<file path="src/rtl/zeroheti_pkg.sv">
// Register map offsets, CTRL layout and byte-lane helper shared by the zeroHETI machine timer.
package zeroheti_pkg;

  localparam logic [4:0] MtimerLoOff     = 5'h00;
  localparam logic [4:0] MtimerHiOff     = 5'h04;
  localparam logic [4:0] MtimerCmpLoOff  = 5'h08;
  localparam logic [4:0] MtimerCmpHiOff  = 5'h0C;
  localparam logic [4:0] MtimerCtrlOff   = 5'h10;
  localparam logic [4:0] MtimerStatusOff = 5'h14;

  typedef struct packed {
    logic [15:0] rsvd_hi;
    logic [7:0]  prescale;
    logic [6:0]  rsvd_lo;
    logic        en;
  } mtimer_ctrl_t;

  function automatic logic [31:0] strb_merge(input logic [31:0] old,
                                             input logic [31:0] wdata,
                                             input logic [3:0]  strb);
    logic [31:0] res;
    res = old;
    for (int i = 0; i < 4; i++) begin
      if (strb[i]) res[8*i +: 8] = wdata[8*i +: 8];
    end
    return res;
  endfunction

  // Misaligned, beyond STATUS, or a write to the read-only STATUS word.
  function automatic logic mtimer_addr_err(input logic [4:0] addr, input logic write);
    return (addr[1:0] != 2'b00) || (addr > MtimerStatusOff) ||
           (write && (addr == MtimerStatusOff));
  endfunction

endpackage

</file>
<file path="src/rtl/zeroheti_mtimer_cnt.sv">
// 64-bit mtime counter with byte-lane write port, optional prescaler and registered compare IRQ.
// Prescaler present only when ZEROHETI_MTIMER_PRESCALER_EN is defined.
module zeroheti_mtimer_cnt
  import zeroheti_pkg::*;
(
  input  logic        clk,
  input  logic        rst,
  input  logic        en,
`ifdef ZEROHETI_MTIMER_PRESCALER_EN
  input  logic [7:0]  prescale,
  input  logic        div_clr,
`endif
  input  logic        wr_lo,
  input  logic        wr_hi,
  input  logic [31:0] wdata,
  input  logic [3:0]  wstrb,
  input  logic [63:0] mtimecmp,
  output logic [63:0] mtime,
  output logic        irq
);

  logic [63:0] mtime_q;
  logic        irq_q;
  logic        tick;

`ifdef ZEROHETI_MTIMER_PRESCALER_EN
  logic [7:0] div_q;

  // A tick fires on the cycle the divider reaches PRESCALE, so the period is PRESCALE+1.
  assign tick = en && (div_q == prescale);

  always_ff @(posedge clk or posedge rst) begin
    if (rst) begin
      div_q <= 8'd0;
    end else if (!en || div_clr || tick) begin
      div_q <= 8'd0;
    end else begin
      div_q <= div_q + 8'd1;
    end
  end
`else
  assign tick = en;
`endif

  // Software writes take priority; the tick coinciding with a write is lost.
  always_ff @(posedge clk or posedge rst) begin
    if (rst) begin
      mtime_q <= 64'd0;
    end else if (wr_lo || wr_hi) begin
      if (wr_lo) mtime_q[31:0]  <= strb_merge(mtime_q[31:0], wdata, wstrb);
      if (wr_hi) mtime_q[63:32] <= strb_merge(mtime_q[63:32], wdata, wstrb);
    end else if (tick) begin
      mtime_q <= mtime_q + 64'd1;
    end
  end

  always_ff @(posedge clk or posedge rst) begin
    if (rst) begin
      irq_q <= 1'b0;
    end else begin
      irq_q <= (mtime_q >= mtimecmp);
    end
  end

  assign mtime = mtime_q;
  assign irq   = irq_q;

endmodule

</file>
<file path="src/rtl/zeroheti_apb_mtimer.sv">
// APB completer for the RISC-V machine timer: decode, CMP/CTRL registers, MTIME_HI shadow, read mux.
// Optional CTRL.PRESCALE field enabled by ZEROHETI_MTIMER_PRESCALER_EN.
module zeroheti_apb_mtimer
  import zeroheti_pkg::*;
#(
  parameter int unsigned AddrWidth = 32,
  parameter logic [63:0] CmpReset  = 64'hFFFF_FFFF_FFFF_FFFF
) (
  input  logic                 clk_i,
  input  logic                 rst_i,
  input  logic                 psel_i,
  input  logic                 penable_i,
  input  logic                 pwrite_i,
  input  logic [AddrWidth-1:0] paddr_i,
  input  logic [31:0]          pwdata_i,
  input  logic [3:0]           pstrb_i,
  output logic                 pready_o,
  output logic [31:0]          prdata_o,
  output logic                 pslverr_o,
  output logic                 timer_irq_o
);

  logic [4:0]   addr;
  logic         setup;
  logic         access;
  logic         err;
  logic         wr_ok;
  logic         rd_ok;
  logic         unused_addr;
  logic [63:0]  mtime;
  logic [63:0]  mtimecmp_q;
  logic         en_q;
  logic [31:0]  hi_shadow_q;
  logic [31:0]  prdata_q;
  logic         pslverr_q;
  logic [31:0]  rd_val;
  mtimer_ctrl_t ctrl_rd;
  logic         irq;

  assign addr        = paddr_i[4:0];
  assign unused_addr = ^paddr_i[AddrWidth-1:5];
  assign setup       = psel_i & ~penable_i;
  assign access      = psel_i & penable_i;
  assign err         = mtimer_addr_err(addr, pwrite_i);
  assign wr_ok       = access & pwrite_i & ~err;
  assign rd_ok       = setup & ~pwrite_i & ~err;

`ifdef ZEROHETI_MTIMER_PRESCALER_EN
  logic [7:0] prescale_q;
  logic       ctrl_wr;

  assign ctrl_wr = wr_ok & (addr == MtimerCtrlOff);
`endif

  always_ff @(posedge clk_i or posedge rst_i) begin
    if (rst_i) begin
      mtimecmp_q <= CmpReset;
      en_q       <= 1'b0;
`ifdef ZEROHETI_MTIMER_PRESCALER_EN
      prescale_q <= 8'd0;
`endif
    end else if (wr_ok) begin
      case (addr)
        MtimerCmpLoOff: mtimecmp_q[31:0]  <= strb_merge(mtimecmp_q[31:0], pwdata_i, pstrb_i);
        MtimerCmpHiOff: mtimecmp_q[63:32] <= strb_merge(mtimecmp_q[63:32], pwdata_i, pstrb_i);
        MtimerCtrlOff: begin
          if (pstrb_i[0]) en_q <= pwdata_i[0];
`ifdef ZEROHETI_MTIMER_PRESCALER_EN
          if (pstrb_i[1]) prescale_q <= pwdata_i[15:8];
`endif
        end
        default: ;
      endcase
    end
  end

  zeroheti_mtimer_cnt u_cnt (
    .clk      (clk_i),
    .rst      (rst_i),
    .en       (en_q),
`ifdef ZEROHETI_MTIMER_PRESCALER_EN
    .prescale (prescale_q),
    .div_clr  (ctrl_wr),
`endif
    .wr_lo    (wr_ok & (addr == MtimerLoOff)),
    .wr_hi    (wr_ok & (addr == MtimerHiOff)),
    .wdata    (pwdata_i),
    .wstrb    (pstrb_i),
    .mtimecmp (mtimecmp_q),
    .mtime    (mtime),
    .irq      (irq)
  );

  always_comb begin
    ctrl_rd    = '0;
    ctrl_rd.en = en_q;
`ifdef ZEROHETI_MTIMER_PRESCALER_EN
    ctrl_rd.prescale = prescale_q;
`endif
  end

  always_comb begin
    rd_val = 32'd0;
    case (addr)
      MtimerLoOff:     rd_val = mtime[31:0];
      MtimerHiOff:     rd_val = hi_shadow_q;
      MtimerCmpLoOff:  rd_val = mtimecmp_q[31:0];
      MtimerCmpHiOff:  rd_val = mtimecmp_q[63:32];
      MtimerCtrlOff:   rd_val = ctrl_rd;
      MtimerStatusOff: rd_val = {31'd0, irq};
      default:         rd_val = 32'd0;
    endcase
  end

  // Response is captured in setup so the access cycle sees a stable, coherent value.
  always_ff @(posedge clk_i or posedge rst_i) begin
    if (rst_i) begin
      prdata_q    <= 32'd0;
      pslverr_q   <= 1'b0;
      hi_shadow_q <= 32'd0;
    end else if (setup) begin
      prdata_q  <= rd_ok ? rd_val : 32'd0;
      pslverr_q <= err;
      if (rd_ok && (addr == MtimerLoOff)) hi_shadow_q <= mtime[63:32];
    end
  end

  assign pready_o    = access & ~rst_i;
  assign prdata_o    = prdata_q;
  assign pslverr_o   = pslverr_q;
  assign timer_irq_o = irq;

endmodule
</file>
<file path="config.mk">
export PLATFORM = sky130hd
export DESIGN_NAME = zeroheti_apb_mtimer
export DESIGN_NICKNAME = d
export VERILOG_FILES = /design/src/rtl/zeroheti_pkg.sv /design/src/rtl/zeroheti_mtimer_cnt.sv /design/src/rtl/zeroheti_apb_mtimer.sv
export SDC_FILE = /design/constraint.sdc
export NUM_CORES = 1
export LEC_CHECK = 0
export CORE_MARGIN = 2
export CORE_UTILIZATION = 29
export CTS_CLUSTER_SIZE = 16
export DETAILED_ROUTE_END_ITERATION = 8
export GPL_TIMING_DRIVEN = 0
export PLACE_DENSITY = 0.51
export SLEW_MARGIN = 5
export SYNTH_ARGS = -nofsm -noshare
export SYNTH_HDL_FRONTEND = slang
export SYNTH_SLANG_ARGS = --single-unit
</file>
<file path="constraint.sdc">
create_clock -name clk_i -period 10.2 [get_ports clk_i]
set_input_delay 2.04 -clock clk_i [delete_from_list [all_inputs] [get_ports clk_i]]
set_output_delay 2.04 -clock clk_i [all_outputs]
set_load 0.01 [all_outputs]
</file>
==> run_results.csv, run 1 <==
group,metric,value,unit
grt,grt_start_max_net_pins,103,
timing,max_freq,0.155,GHz
worst_hold_path,hold_path.class,"reg2reg",
critical_path,slowest_stage,"clkdlybuf4s50_1",
clock_tree,cts_hold_buf,0,
layout,layout.cells.non_filler,1826,
clock_tree,cts_resized,0,
critical_path,r2r_cells,7,
synthesis,synth_top_area_cell,"dfrtp_1",
timing,setup_tns,0,ns
critical_path,slowest_delay,0.54,ns
placed_design,place_inst,1794,
timing,fin_skew,0.0108,ns
outcome,status,"finished, final reports clean",
synthesis,synth-edff-count,0,
synthesis,ys_seq_area_frac,0.421,
timing,drv_slew,0,
synthesis,ys_ff_latch,195,
clock_tree,post_cts_buffers,0,
clock_tree,clock-sinks,195,
routing,wl,44200,um
floorplan,die_area,42300,um^2
worst_hold_path,min_to,"hi_shadow_q[11]",
timing,finalHoldViolations,0,
synthesis,synth-compound-area-share,0.227,
flow_run,maxCapViolCount,0,
layout,nFillCells,4064,
placed_design,port_buffers,73,
critical_path,r2r_setup_slack,6.66,ns
critical_path,path_cells,"clkdlybuf4s50_1, inv_8, buf_16, and3_1, clkdlybuf4s50_1",
routing,vias,10500,
clock_tree,clk_pin_slew,0.07,ns
placed_design,place_congestion,0.906,
routing,drtAntennaViolNets,0,
routing,via_per_inst,5.74,
synthesis,synth_top_family_by_area,"compound AO/OA/AOI/OAI gates",
routing,wire_per_inst,24.2,um
critical_path,cp-start-kind,"input port",
timing,rsz0062_at_grt,"false",
clock_tree,root_buffer,"clkbuf_16",
grt,grt_pass1_vias,10300,
worst_hold_path,worstHoldStart,"hi_shadow_q[11]",
floorplan,die_w,206,um
synthesis,synth.cell_area,11800,um^2
clock_tree,clk_latency,0.45,ns
critical_path,r2r-end,"u_cnt.mtime[52]",
layout,final_common_cell,"dfrtp_1",
clock_tree,cts_tree,"yes",
layout,nNetsFinal,1426,
synthesis,synth.avg_cell_area,9.87,um^2
routing,drt_iter0_markers,1079,
clock_tree,htreeDepth,4,
placed_design,hpwl,32600,um
layout,final_cell_mix,"dfrtp_1 (131), a21oi_1 (113), mux2_2 (92)",
clock_tree,clockBufferDepth,2,
timing,maxSlewHeadroom,0.205,
layout,drive_gt1_frac,0.181,
grt,antenna_found_initial,0,
timing,max_slew.worst_pin.slew,1.18,ns
power,power.density,122,nW/um^2
power,peakVddDrop,0.112,mV
grt,grt_overflow_total,0,
timing,setup_violations,0,
synthesis,synth_top_area_frac,0.278,
synthesis,synthFlopType,"dfrtp_1",
timing,fin_crit,6.45,ns
floorplan,core,39900,um^2
synthesis,synth-async-reset-ratio,1.00,
power,total_power,0.00169,W
layout,syn2layout_area_growth,17.3,%
synthesis,synth_fp_nets,1333,
worst_hold_path,min_delay_path_depth,2,
synthesis,synth.area.mux_share,0.0940,
floorplan,io_pins,108,
critical_path,cp.arrival,4.41,ns
routing,firstDrtPassIters,5,
critical_path,critical_path.endpoint_type,"primary output",
layout,antennaDiodeCount,0,
critical_path,critPathMaxFanout,102,
critical_path,worstPathRequired,8.16,ns
timing,fin_crit_sh,0.632,
layout,final_area,13800,um^2
synthesis,yosys.area_share.xor_xnor,0,
grt,grt_usage,0.214,
critical_path,critical_path_class,"in2out",
routing,drcViolationCount,0,
synthesis,synth_area_leaders,"dfrtp_1 (28%), dfstp_2 (14%), mux2_2 (8.8%)",
floorplan,start_util,0.295,
synthesis,yosys.area_share.simple,0.137,
power,p_leak,5.59,nW
placed_design,dpl-instance-area,13200,um^2
critical_path,r2r-start,"u_cnt.mtime[0]",
floorplan,fp-row-count,73,
grt,grt_first_pass_wirelength,67200,um
synthesis,synthCells,1195,
synthesis,synth_cell_types,72,
critical_path,cpMostUsedCell,"clkdlybuf4s50_1",
floorplan,die_height,206,um
synthesis,synthAdderAreaFrac,0.0690,
clock_tree,cts_buffers,17,
layout,postLayoutCoreUtil,0.347,
synthesis,yosysWarningCount,0,
## Yosys cell counts (all sizes together), types with 2 or more instances
library cell	number
dfrtp	131
a21oi	116
mux2	92
inv	80
nand2	75
nor2	70
ha	65
dfstp	64
clkbuf	47
nand4	42
a22oi	35
o21ai	35
a221oi	34
a22o	33
nand3	32
o22a	31
nor3	27
a31oi	25
buf	22
nor4	19
a21o	15
and3	11
o22ai	11
and2	9
and4	9
a41oi	7
a2bb2oi	5
mux2i	5
o21a	5
o31ai	5
a211o	3
a211oi	3
a31o	3
o41ai	3
or3	3
or4	3
nand2b	2
nor3b	2
o221ai	2
o2bb2a	2
o31a	2
## kinds of logic (layout without fill, tap and decap cells)
kind of cell	after synthesis	in the layout
compound gates	384	384
simple gates	304	304
flops	195	195
buf+inv	149	255
mux	98	98
fa+ha+maj	65	65
## per-layer routing
metal,track usage,share of wire,up-vias
li1,-,-,4739
met1,0.304,0.46,5311
met2,0.334,0.46,390
met3,0.0353,0.065,48
met4,0.0604,0.020,0
met5,0,0,-
## registers in the layout (all words and copies together), names as in the netlist
| signal | count |
|---|---|
| en_q | 1 |
| hi_shadow_q | 32 |
| mtimecmp_q | 64 |
| prdata_o | 32 |
| pslverr_o | 1 |
| u_cnt.irq | 1 |
| u_cnt.mtime | 64 |
## layout make-up
class                           instances  area, um^2  share of cell area
Buffer                                 69         322              0.0232
Clock buffer                           20         457              0.0330
Clock inverter                         12         156              0.0113
Inverter                               80         308              0.0222
Multi-Input combinational cell        851        6220               0.450
Sequential cell                       195        4960               0.358
Tap cell                              525         657              0.0475
Timing Repair Buffer                   74         758              0.0548
## worst max-delay path by stage
stage | slack [ns] | start | endpoint
floorplan | 1.60 | rst_i | pready_o
global placement | -1.48 | rst_i | pready_o
detailed placement | 3.68 | rst_i | pready_o
CTS | 3.66 | rst_i | pready_o
global route | 3.54 | rst_i | pready_o
finish | 3.75 | rst_i | pready_o
## metrics by stage
step / setup WS (ns) / hold slack (ns)
finish: 3.75 / 0.505
global route: 3.54 / 0.520
CTS: 3.66 / 0.508
detailed placement: 3.68 / 0.479
global placement: -1.48 / 0.478
floorplan: 1.60 / 0.450
## critical path: cells and delay by family
kind	cells	cell delay [ns]
simple gates	1	0.24
buf+inv	4	1.95
## where the power goes
part / switching (W) / internal (W)
Combinational: 0.0000965 / 0.0000567
Sequential: 0.0000138 / 0.000795
Clock: 0.000329 / 0.000400
Note: power is estimated with default switching activity, not from simulation.
==> run 2: changes to the inputs <==
Clock period 10.2 ns to 6.8 ns, I/O delays scaled along.
==> run 2 against run 1 <==
Clock-buffer cell count unchanged. Combinational power increased by 54%. Die area unchanged. Clock skew increased by 0.0019 ns. First-iteration DRC count decreased by 21%. Critical path type unchanged. Critical endpoint unchanged. Largest cell class unchanged. Highest routed layer unchanged.
==> run_results.csv, run 2 (synthesis gave the netlist of run 1 again) <==
group,metric,value,unit
outcome,status,"finished, final reports clean",
layout,final_cell_mix,"dfrtp_1 (131), a21oi_1 (113), mux2_2 (92)",
floorplan,die_area,42300,um^2
floorplan,core,39900,um^2
placed_design,pre_cts_slack,1.84,ns
grt,grt_pass1_vias,10300,
timing,setup_tns,0,ns
critical_path,critical_path_class,"in2out",
routing,vias,10500,
placed_design,place_congestion,0.906,
worst_hold_path,hold_path.class,"reg2reg",
layout,final_common_cell,"dfrtp_1",
routing,drcViolationCount,0,
clock_tree,post_cts_buffers,0,
critical_path,critical_path.endpoint_type,"primary output",
grt,grt_usage,0.213,
routing,wl,44000,um
grt,grt_first_pass_wirelength,66800,um
critical_path,worstPathRequired,5.44,ns
critical_path,critPathTopFamily,"buffers and inverters",
grt,grt_overflow_total,0,
routing,firstDrtPassIters,8,
timing,hold_ws,0.494,ns
timing,fin_skew,0.0128,ns
routing,drtAntennaViolNets,0,
clock_tree,clockBufferDepth,2,
timing,max_slew.worst_pin.slew,1.18,ns
timing,rsz0062_at_grt,"false",
timing,finalHoldViolations,0,
clock_tree,clk_pin_slew,0.07,ns
timing,drv_slew,0,
grt,grt_start_max_net_pins,36,
layout,antennaDiodeCount,0,
power,peakVddDrop,0.177,mV
clock_tree,clock-sinks,195,
flow_run,maxCapViolCount,0,
placed_design,port_buffers,73,
floorplan,io_pins,108,
routing,drt_iter0_markers,851,
power,power.density,175,nW/um^2
layout,syn2layout_area_growth,17.5,%
timing,maxSlewHeadroom,0.203,
clock_tree,cts_tree,"yes",
placed_design,hpwl,33100,um
layout,nNetsFinal,1431,
critical_path,cp-start-kind,"input port",
critical_path,cp.arrival,3.58,ns
floorplan,fp-row-count,73,
critical_path,critPathMaxFanout,33,
timing,fin_crit,4.94,ns
timing,max_freq,0.202,GHz
clock_tree,cts_buffers,17,
floorplan,die_height,206,um
timing,setup_violations,0,
routing,wire_per_inst,24.1,um
clock_tree,cts_resized,0,
routing,via_per_inst,5.72,
power,p_leak,5.60,nW
critical_path,slowest_delay,0.51,ns
critical_path,crit_buf_inv,5,
clock_tree,htreeDepth,4,
clock_tree,root_buffer,"clkbuf_16",
timing,fin_crit_sh,0.726,
critical_path,path_cells,"clkdlybuf4s50_1, clkinvlp_4, buf_12, buf_12, and3_1, clkdlybuf4s50_1",
layout,drive_gt1_frac,0.184,
grt,antenna_found_initial,0,
critical_path,slowest_stage,"clkdlybuf4s50_1",
timing,setup_slack,1.86,ns
layout,multi_input_area,6220,um^2
layout,seq_area,4960,um^2
layout,nFillCells,4065,
floorplan,start_util,0.295,
clock_tree,clk_latency,0.46,ns
floorplan,die_w,206,um
clock_tree,cts_hold_buf,0,
==> run 2: metrics by stage <==
stage	power (W)	area [um^2]	util	std cells
after floorplan	0.00134	11800	-	1195
after global placement	0.00146	13200	0.330	1793
after detailed placement	0.00147	13300	0.334	1799
after CTS	0.00245	13900	0.347	1830
after global routing	0.00252	13900	0.347	1830
final	0.00242	13900	0.347	1830
==> run 2: worst reg2reg max path: stages (launching register included) <==
cell and delay (ns):
dfrtp_1 0.44, ha_1 0.25, nand4_1 0.30, nor4_1 1.04
nand4_1 0.64, nor3_1 0.56, o31ai_1 0.15, o31a_1 0.12
==> run 2: final timing paths <==
path | start | endpoint | slack, ns | cells past startpoint
setup / recovery | rst_i | pready_o | 1.86 | 6
hold / removal | hi_shadow_q[27] | hi_shadow_q[27] | 0.49 | 2
setup reg to reg | u_cnt.mtime[0] | u_cnt.mtime[52] | 3.20 | 7
hold reg to reg | hi_shadow_q[27] | hi_shadow_q[27] | 0.49 | 2
max in group asynchronous | rst_i | mtimecmp_q[60] | 4.66 | 4
min in group asynchronous | rst_i | prdata_o[6] | 1.31 | 2
==> run 2: where the power goes <==
group	switching, W	internal, W
clock	0.000485	0.000488
sequential	0.0000214	0.00119
combinational	0.000144	0.0000907
==> run 2: routing by layer <==
metal / vias up / part of all wire / GRT usage
met4: 0 / 0.028 / 0.0683
met3: 71 / 0.070 / 0.0469
li1: 4746 / - / -
met1: 5278 / 0.45 / 0.290
met5: - / 0 / 0
met2: 364 / 0.45 / 0.335
==> run 2: area by class of cell <==
class / count / area share
Multi-Input combinational cell: 851 / 0.449
Sequential cell: 195 / 0.358
Timing Repair Buffer: 79 / 0.0619
Tap cell: 525 / 0.0474
Clock buffer: 20 / 0.0330
Buffer: 69 / 0.0232
Inverter: 80 / 0.0219
Clock inverter: 11 / 0.00587
==> run 3: changes to the inputs <==
Clock period 6.8 ns to 4.96 ns, I/O delays scaled along.
==> run 3 against run 2 <==
First-iteration DRC count rose by 9.4%. Largest cell class unchanged. Hold slack improved by 0.0082 ns. Flip-flop and latch count did not move. Critical endpoint unchanged. Setup slack got worse by 1.2 ns.
==> run_results.csv, run 3 (synthesis gave the netlist of run 1 again) <==
group,metric,value,unit
power,power_switching,0.000904,W
clock_tree,clk_latency,0.46,ns
clock_tree,root_buffer,"clkbuf_16",
outcome,status,"finished, final reports clean",
critical_path,critPathMaxFanout,37,
critical_path,path_cells,"clkdlybuf4s50_1, clkinvlp_4, buf_12, buf_12, and3_1, clkdlybuf4s50_1",
layout,final_common_cell,"dfrtp_1",
clock_tree,cts_resized,0,
power,total_power,0.00343,W
placed_design,dpl-instance-area,13300,um^2
grt,gr-usage-met1,0.294,
critical_path,critical_path_class,"in2out",
grt,top_usage_layer,"met2",
timing,setup_violations,0,
layout,final_area,13900,um^2
grt,antenna_found_initial,1,
power,power.share.clock,0.422,
timing,setup_slack,0.684,ns
layout,antennaDiodeCount,0,
power,peakVddDrop,0.238,mV
routing,via_per_inst,5.70,
floorplan,io_pins,108,
critical_path,critical_path.endpoint_type,"primary output",
routing,drcViolationCount,0,
placed_design,port_buffers,73,
timing,fin_crit_sh,0.862,
critical_path,worstPathRequired,3.97,ns
power,p_leak,5.61,nW
timing,max_slew.worst_pin.slew,1.16,ns
floorplan,fp-row-count,73,
routing,firstDrtPassIters,5,
timing,drv_slew,0,
grt,grt_first_pass_wirelength,66400,um
power,share_comb_of_total_power,0.094,
clock_tree,htreeDepth,4,
floorplan,die_area,42300,um^2
flow_run,maxCapViolCount,0,
clock_tree,cts_tree,"yes",
layout,final_cell_mix,"dfrtp_1 (131), a21oi_1 (113), mux2_2 (92)",
clock_tree,cts_buffers,17,
timing,maxSlewHeadroom,0.219,
timing,setup_tns,0,ns
clock_tree,clockBufferDepth,2,
power,internal_power,0.00253,W
grt,grt_start_max_net_pins,38,
grt,grt.met2_usage,0.325,
worst_hold_path,hold_path.class,"reg2reg",
floorplan,die_w,206,um
routing,vias,10400,
timing,max_freq,0.234,GHz
power,swShare,0.263,
routing,drt_iter0_markers,931,
timing,rsz0062_at_grt,"false",
floorplan,start_util,0.295,
routing,wl,43900,um
layout,nFillCells,4059,
critical_path,cp-start-kind,"input port",
layout,syn2layout_area_growth,17.7,%
routing,wire_per_inst,24.0,um
grt,grt_usage,0.213,
floorplan,die_height,206,um
placed_design,place_congestion,0.906,
critical_path,cp.arrival,3.28,ns
grt,grt_use_met3,0.0437,
grt,grt_pass1_vias,10300,
clock_tree,cts_hold_buf,0,
critical_path,slowest_stage,"clkdlybuf4s50_1",
timing,fin_crit,4.28,ns
layout,nNetsFinal,1430,
placed_design,hpwl,33100,um
power,power.density,247,nW/um^2
clock_tree,clk_pin_slew,0.07,ns
routing,drtAntennaViolNets,0,
placed_design,pre_cts_slack,0.585,ns
clock_tree,post_cts_buffers,0,
layout,drive_gt1_frac,0.183,
timing,finalHoldViolations,0,
timing,fin_skew,0.0152,ns
critical_path,slowest_delay,0.50,ns
grt,grt_overflow_total,0,
clock_tree,clock-sinks,195,
floorplan,core,39900,um^2
power,pwr-share-seq,0.484,
[run 3: cell count changes in the layout (fill, tap and decap cells not counted)]
cell,previous run,this run
clkinv_4,3,4
buf_16,1,0
clkinv_2,3,1
bufinv_16,0,2
clkbuf_1,48,49
clkinvlp_4,4,2
[run 3: metrics by stage]
stage / utilization / cells / hold WS (ns)
floorplan: - / 1195 / 0.450
global placement: 0.330 / 1793 / 0.473
detailed placement: 0.333 / 1798 / 0.481
CTS: 0.348 / 1829 / 0.505
global route: 0.348 / 1829 / 0.524
finish: 0.348 / 1829 / 0.502
[run 3: layout make-up]
cell class	count	area, um^2	share of cell area
flip-flops and latches	195	4960	0.357
clock inverters	10	125	0.00901
multi-input cells	851	6220	0.448
well taps	525	657	0.0473
repair buffers	78	831	0.0599
inverters	80	304	0.0219
clock buffers	21	460	0.0332
plain buffers	69	322	0.0232
[run 3: layer usage]
metal  wire length (um)  up-vias
met2              19500      371
met3               2880       79
met1              20000     5226
met5                 14        -
met4               1570        2
li1                   -     4753
[run 3: critical path: cells and delay by family]
| kind | cells | cell delay (ns) |
|---|---|---|
| buffers and inverters | 5 | 2.07 |
| and+or+nand+nor | 1 | 0.17 |
[run 3: path summary, 6_finish.rpt]
path / from / depth (start not counted) / to / slack [ns]
min reg2reg: pslverr_o / 2 / pslverr_o / 0.50
max in group asynchronous: rst_i / 5 / mtimecmp_q[25] / 2.83
min in group asynchronous: rst_i / 2 / prdata_o[8] / 0.95
max: rst_i / 6 / pready_o / 0.68
min: pslverr_o / 2 / pslverr_o / 0.50
max reg2reg: u_cnt.mtime[0] / 7 / u_cnt.mtime[52] / 1.48
[run 3: power by group through the flow]
stage / registers [W] / logic (W) / clock network (W)
6_report: 0.00166 / 0.000322 / 0.00145
3_5_place_dp: 0.00169 / 0.000323 / 0
3_3_place_gp: 0.00169 / 0.000310 / 0
4_1_cts: 0.00166 / 0.000325 / 0.00148
2_1_floorplan: 0.00169 / 0.000158 / 0
5_1_grt: 0.00167 / 0.000354 / 0.00154
